--- src/rtl/hid_pkg.sv ---
// Shared definitions for the HID peripheral: attached-device class codes,
// LED bit positions, output-report FSM encoding and the status word layout.
package hid_pkg;

  localparam logic [1:0] USB_TYPE_NONE    = 2'd0;
  localparam logic [1:0] USB_TYPE_KBD     = 2'd1;
  localparam logic [1:0] USB_TYPE_MOUSE   = 2'd2;
  localparam logic [1:0] USB_TYPE_GAMEPAD = 2'd3;

  localparam int LED_NUM     = 0;
  localparam int LED_CAPS    = 1;
  localparam int LED_SCROLL  = 2;
  localparam int LED_COMPOSE = 3;
  localparam int LED_KANA    = 4;

  typedef enum logic [1:0] {
    ST_IDLE = 2'd0,
    ST_REQ  = 2'd1,
    ST_GAP  = 2'd2
  } tx_state_t;

  // Bit positions within the CPU-visible status word.
  localparam int STAT_KBD     = 0;
  localparam int STAT_BUSY    = 1;
  localparam int STAT_PENDING = 2;
  localparam int STAT_ERR     = 3;

  function automatic logic [15:0] pack_status(
    input logic [7:0] led_current,
    input logic [2:0] retry_cnt,
    input logic       err,
    input logic       pending,
    input logic       busy,
    input logic       kbd_present
  );
    return {led_current, 1'b0, retry_cnt, err, pending, busy, kbd_present};
  endfunction

endpackage

--- src/rtl/hid_out_timer.sv ---
// Per-state cycle counter for the output-report FSM; flags the terminal count
// of either the attempt timeout or the inter-attempt gap.
module hid_out_timer #(
  parameter int TIMEOUT_CYCLES = 1_200_000,
  parameter int GAP_CYCLES     = 12_000,
  parameter int TW             = 21
) (
  input  logic clk,
  input  logic rstn,
  input  logic clear,
  input  logic sel_gap,
  output logic tc
);

  localparam logic [TW-1:0] TIMEOUT_TC = TW'(TIMEOUT_CYCLES - 1);
  localparam logic [TW-1:0] GAP_TC     = TW'(GAP_CYCLES - 1);

  logic [TW-1:0] count;

  assign tc = (count == (sel_gap ? GAP_TC : TIMEOUT_TC));

  // Saturates at the terminal count so a stalled FSM cannot wrap the timer.
  always_ff @(posedge clk or negedge rstn) begin
    if (!rstn) begin
      count <= '0;
    end else if (clear) begin
      count <= '0;
    end else if (!tc) begin
      count <= count + TW'(1);
    end
  end

endmodule

--- src/rtl/hid_led_report_tx.sv ---
// Keyboard LED output-report transmitter: CPU writes, req/ack handshake with the
// host engine, timeout + bounded retry, coalescing. Option: HID_LED_AUTO_RESEND_EN.
module hid_led_report_tx
  import hid_pkg::*;
#(
  parameter int TIMEOUT_CYCLES = 1_200_000,
  parameter int GAP_CYCLES     = 12_000,
  parameter int MAX_RETRIES    = 3
) (
  input  logic        clk,
  input  logic        rstn,
  input  logic        cpu_valid,
  input  logic        cpu_wrstrb,
  input  logic        cpu_rdstrb,
  input  logic [7:0]  cpu_wdata,
  input  logic [1:0]  usb_type,
  output logic        out_req,
  output logic [7:0]  out_data,
  input  logic        out_ack,
  input  logic        out_err,
  output logic [15:0] LED_status
);

  localparam int TMAX = (TIMEOUT_CYCLES > GAP_CYCLES) ? TIMEOUT_CYCLES : GAP_CYCLES;
  localparam int TW   = (TMAX > 1) ? $clog2(TMAX) : 1;
  localparam logic [2:0] MAX_RETRY_CNT = 3'(MAX_RETRIES);

  tx_state_t  state, state_next;
  logic [7:0] led_shadow;
  logic [7:0] led_current;
  logic       pending;
  logic       err;
  logic [2:0] retry_cnt;

  logic kbd_present;
  logic cpu_wr;
  logic cpu_rd;
  logic timer_tc;
  logic timer_clear;
  logic take_shadow;
  logic ack_done;
  logic retry;
  logic give_up;
  logic abort;
  logic auto_resend;

  assign kbd_present = (usb_type == USB_TYPE_KBD);
  assign cpu_wr      = cpu_valid && cpu_wrstrb;
  assign cpu_rd      = cpu_valid && cpu_rdstrb;
  assign out_req     = (state == ST_REQ);
  assign timer_clear = (state_next != state) || (state == ST_IDLE);

  hid_out_timer #(
    .TIMEOUT_CYCLES (TIMEOUT_CYCLES),
    .GAP_CYCLES     (GAP_CYCLES),
    .TW             (TW)
  ) u_timer (
    .clk     (clk),
    .rstn    (rstn),
    .clear   (timer_clear),
    .sel_gap (state == ST_GAP),
    .tc      (timer_tc)
  );

`ifdef HID_LED_AUTO_RESEND_EN
  logic kbd_prev;

  // Replug detection: a fresh keyboard gets the last LED byte re-sent.
  always_ff @(posedge clk or negedge rstn) begin
    if (!rstn) begin
      kbd_prev <= 1'b0;
    end else begin
      kbd_prev <= kbd_present;
    end
  end

  assign auto_resend = kbd_present && !kbd_prev;
`else
  assign auto_resend = 1'b0;
`endif

  always_ff @(posedge clk or negedge rstn) begin
    if (!rstn) begin
      state <= ST_IDLE;
    end else begin
      state <= state_next;
    end
  end

  // A completed ack beats a simultaneous unplug, error or timeout.
  always_comb begin
    state_next  = state;
    take_shadow = 1'b0;
    ack_done    = 1'b0;
    retry       = 1'b0;
    give_up     = 1'b0;
    abort       = 1'b0;
    case (state)
      ST_IDLE: begin
        if (pending && kbd_present) begin
          state_next  = ST_REQ;
          take_shadow = 1'b1;
        end
      end
      ST_REQ: begin
        if (out_ack) begin
          ack_done   = 1'b1;
          state_next = ST_IDLE;
        end else if (!kbd_present) begin
          abort      = 1'b1;
          state_next = ST_IDLE;
        end else if (out_err || timer_tc) begin
          if (retry_cnt < MAX_RETRY_CNT) begin
            retry      = 1'b1;
            state_next = ST_GAP;
          end else begin
            give_up    = 1'b1;
            state_next = ST_IDLE;
          end
        end
      end
      ST_GAP: begin
        if (!kbd_present) begin
          abort      = 1'b1;
          state_next = ST_IDLE;
        end else if (timer_tc) begin
          state_next  = ST_REQ;
          take_shadow = pending;
        end
      end
      default: state_next = ST_IDLE;
    endcase
  end

  // A write landing in the same cycle as a take keeps the new byte pending.
  always_ff @(posedge clk or negedge rstn) begin
    if (!rstn) begin
      led_shadow  <= 8'h00;
      led_current <= 8'h00;
      out_data    <= 8'h00;
      pending     <= 1'b0;
      err         <= 1'b0;
      retry_cnt   <= 3'd0;
    end else begin
      if (cpu_wr) begin
        led_shadow <= cpu_wdata;
      end
      if (cpu_wr || abort || auto_resend) begin
        pending <= 1'b1;
      end else if (take_shadow) begin
        pending <= 1'b0;
      end
      if (take_shadow) begin
        out_data  <= led_shadow;
        retry_cnt <= 3'd0;
      end else if (retry) begin
        retry_cnt <= retry_cnt + 3'd1;
      end
      if (ack_done) begin
        led_current <= out_data;
      end
      if (give_up) begin
        err <= 1'b1;
      end else if (cpu_wr || cpu_rd) begin
        err <= 1'b0;
      end
    end
  end

  assign LED_status = pack_status(led_current, retry_cnt, err, pending,
                                  state != ST_IDLE, kbd_present);

endmodule

--- config.mk ---
export PLATFORM = sky130hd
export DESIGN_NAME = hid_led_report_tx
export DESIGN_NICKNAME = d
export VERILOG_FILES = /design/src/rtl/hid_pkg.sv /design/src/rtl/hid_out_timer.sv /design/src/rtl/hid_led_report_tx.sv
export SDC_FILE = /design/constraint.sdc
export NUM_CORES = 1
export LEC_CHECK = 0
export BUFFER_PORTS_ARGS = -buffer_cell sky130_fd_sc_hd__buf_4
export CELL_PAD_IN_SITES_DETAIL_PLACEMENT = 0
export CELL_PAD_IN_SITES_GLOBAL_PLACEMENT = 1
export CORE_ASPECT_RATIO = 1.1
export CORE_MARGIN = 2
export CORE_UTILIZATION = 35
export DETAILED_ROUTE_END_ITERATION = 12
export GPL_TIMING_DRIVEN = 0
export PLACE_DENSITY_LB_ADDON = 0.15
export SYNTH_ARGS = -nofsm -noshare
export SYNTH_HDL_FRONTEND = slang
export SYNTH_SLANG_ARGS = --single-unit
export TNS_END_PERCENT = 1
--- constraint.sdc ---
create_clock -name clk -period 5.5 [get_ports clk]
set_clock_uncertainty 0.2 [all_clocks]
set_input_delay 0.55 -clock clk [delete_from_list [all_inputs] [get_ports clk]]
set_output_delay 0.55 -clock clk [all_outputs]
set_load 0.05 [all_outputs]
==> impl_metrics.json <==
{
  "syn_to_final_growth_pct": 19.2,
  "syn_avg_cell_area_sq_um": 11.0,
  "clkSinkCount": 52,
  "drv_slew": 0,
  "yosysWarnings": 0,
  "vdd_drop_max_mv": 0.274,
  "worstPathRequired_ns": 5.51,
  "rr_worst_depth": 9,
  "cp-end-kind": "flip-flop",
  "wl_per_cell_um": 14.0,
  "rrSetupSlack_ns": 2.95,
  "hold_path_class": "input pin to asynchronous set/reset pin",
  "port_buffers": 40,
  "netlist_instances": 249,
  "synth_top_flop_cell": "dfrtp_1",
  "internal_power_mw": 0.776,
  "grt_max_degree": 53,
  "synth_edf_count": 0,
  "n_antenna_cell": 0,
  "grt.total_usage": 0.149,
  "layout.nets": 319,
  "synth.distinct_cells": 52,
  "p_comb_frac": 0.454,
  "p_seq_frac": 0.380,
  "clock_path_buffers": 2,
  "cts-buffers-inserted": 5,
  "fin_util": 0.434,
  "grt_pass1_wl_um": 10000,
  "postCtsHoldBufs": 0,
  "clkPwrFrac": 0.167,
  "die_h_um": 96.7,
  "boundaryPins": 42,
  "yosysTopAreaCell": "dfrtp_1",
  "root_buffer": "clkbuf_8",
  "ys_seq_elements": 52,
  "post_cts_resize_count": 0,
  "yosysMostFrequentCell": "dfrtp_1",
  "die_area_sq_um": 8530,
  "path_class": "flip-flop to flip-flop",
  "period_share": 0.463,
  "finalHoldViolCount": 0,
  "synthArstFlopShare": 1.00,
  "cts_tree": "yes",
  "rsz0062_at_grt": "false",
  "post_cts_buffers": 0,
  "dr.first_iter.drc_count": 74,
  "finalCriticalPeriod_ns": 2.55,
  "dp_hpwl_um": 4050,
  "grt_pass1_vias": 2004,
  "crit_fanout": 10,
  "first_pass_iters": 4,
  "power.leakage_nw": 1.41,
  "cp.arrival_ns": 2.55,
  "outcome": "finished, final reports clean",
  "ant_nets": 0,
  "switching_share": 0.441,
  "crit_start": "state[1]$_DFF_PN0_",
  "syn_area_sq_um": 2730,
  "wl_um": 5620,
  "synth_nets": 272,
  "power_density_nw_per_um2": 426,
  "max_cap_violations": 0,
  "synth_top_cell_area_share": 0.476,
  "critPathLaunchType": "flip-flop",
  "route.detailed.drc": 0,
  "switching_power_mw": 0.612,
  "die_width_um": 88.2,
  "clk_pin_slew_ns": 0.10,
  "rr_endpoint": "u_timer.count[11]$_DFFE_PN0P_",
  "routed-via-count": 1928,
  "worstMarginPinSlew_ns": 0.667,
  "slew_headroom": 0.555,
  "yosysSeqAreaShare": 0.476,
  "r2r-start": "state[1]$_DFF_PN0_",
  "crit_path_end": "u_timer.count[11]$_DFFE_PN0P_",
  "core_area_sq_um": 7510,
  "grt-ovfl-total": 0,
  "gp_congestion": 0.828,
  "h-tree-depth": 2,
  "drive_gt1_frac": 0.323,
  "tns_ns": 0,
  "antenna_found_initial": 0,
  "vias_per_cell": 4.80,
  "finalSetupViolations": 0,
  "synth_area_leaders": "dfrtp_1 48%, mux2_2 7.0%, xor2_1 4.8%",
  "start_util": 0.364,
  "max_freq_ghz": 0.393,
  "insertion_delay_ns": 0.31,
  "rows": 33,
  "yosys-top-cells-count": "52 x dfrtp_1, 26 x nor2_1, 17 x mux2_2"
}
-- stage by stage --
step	cells	cell area (sq um)	setup WS, ns	power [mW]	hold WS [ns]
6_report	402	3260	2.95	1.39	0.0688
5_1_grt	402	3260	2.70	1.48	0.124
4_1_cts	402	3260	2.94	1.41	0.0978
3_5_place_dp	394	3160	2.96	1.17	0.273
3_3_place_gp	394	3160	2.95	1.17	0.266
2_1_floorplan	249	2730	2.86	0.983	0.0544
-- critical path, cell delays in order, from the launching register on --
cell and delay, ns:
dfrtp_1 0.48, inv_1 0.16, ha_1 0.28, nand4bb_4 0.16, or4b_1 0.54, o211ai_1 0.10, a2111o_1 0.12, a21o_1 0.16
buf_6 0.18, nor2_1 0.06
-- final cells by class --
cell class	count	area, sq um
clock inverters	3	25.0
multi-input cells	178	1320
clock buffers	5	68.8
flip-flops and latches	52	1300
inverters	8	30.0
plain buffers	11	80.1
repair buffers	40	300
well taps	105	131
fillers	767	4260
-- cell families (layout without fill, tap and decap cells) --
group | after synthesis | after routing | share of synthesized area
adders and majority gates | 6 | 6 | 0.0275
xor gates and xnor gates | 21 | 21 | 0.0673
other | 1 | 1 | 0.00137
DFF | 52 | 52 | 0.476
and+or+nand+nor | 95 | 95 | 0.201
muxes | 26 | 26 | 0.106
AOI/OAI and AO/OA | 29 | 29 | 0.0806
buffers and inverters | 19 | 67 | 0.0403
-- sequential cells by signal, indices dropped and copies added (netlist names) --
name	count
err	1
led_current	8
led_shadow	8
out_data	8
pending	1
retry_cnt	3
state	2
u_timer.count	21
-- worst min path at each step --
stage	endpoint	slack [ns]	startpoint
global placement	out_data[5]$_DFFE_PN0P_	0.27	led_shadow[5]$_DFFE_PN0P_
global route	out_data[2]$_DFFE_PN0P_	0.12	rstn
detailed placement	out_data[5]$_DFFE_PN0P_	0.27	led_shadow[5]$_DFFE_PN0P_
CTS	u_timer.count[0]$_DFFE_PN0P_	0.1	rstn
finish	u_timer.count[10]$_DFFE_PN0P_	0.07	rstn
floorplan	err$_DFFE_PN0P_	0.05	rstn
-- layout by cell type (no fill, tap or decap), types with 2 or more instances in the layout --
cell type,n
nor2_1,26
mux2_2,17
mux2i_1,2
clkbuf_8,5
nand3b_1,2
o21ai_0,2
dfrtp_1,52
nand4_1,9
a21o_1,2
buf_6,2
a21oi_1,9
nand3_1,8
o211ai_1,2
nor2_2,14
inv_1,8
and3b_1,2
clkbuf_1,2
nand2_1,14
o31ai_1,2
and3_1,2
mux2_1,7
nor3_1,2
and4_1,2
buf_4,46
ha_1,6
xor2_1,15
inv_6,2
and2_1,3
xnor2_1,6
-- power by group through the flow --
stage               Clock [mW]  Combinational, mW  Sequential, mW
global route             0.264              0.669           0.543
floorplan                    0              0.239           0.744
CTS                      0.244              0.640           0.528
detailed placement           0              0.638           0.535
global placement             0              0.637           0.534
finish                   0.232              0.630           0.527
-- layer usage --
metal	vias up	share of wire	GRT usage
met5	-	0	0
met4	0	0.012	0.0385
li1	957	-	-
met2	34	0.47	0.228
met1	931	0.47	0.207
met3	6	0.043	0.0410
No activity file was read; power rests on OpenSTA's default activity.
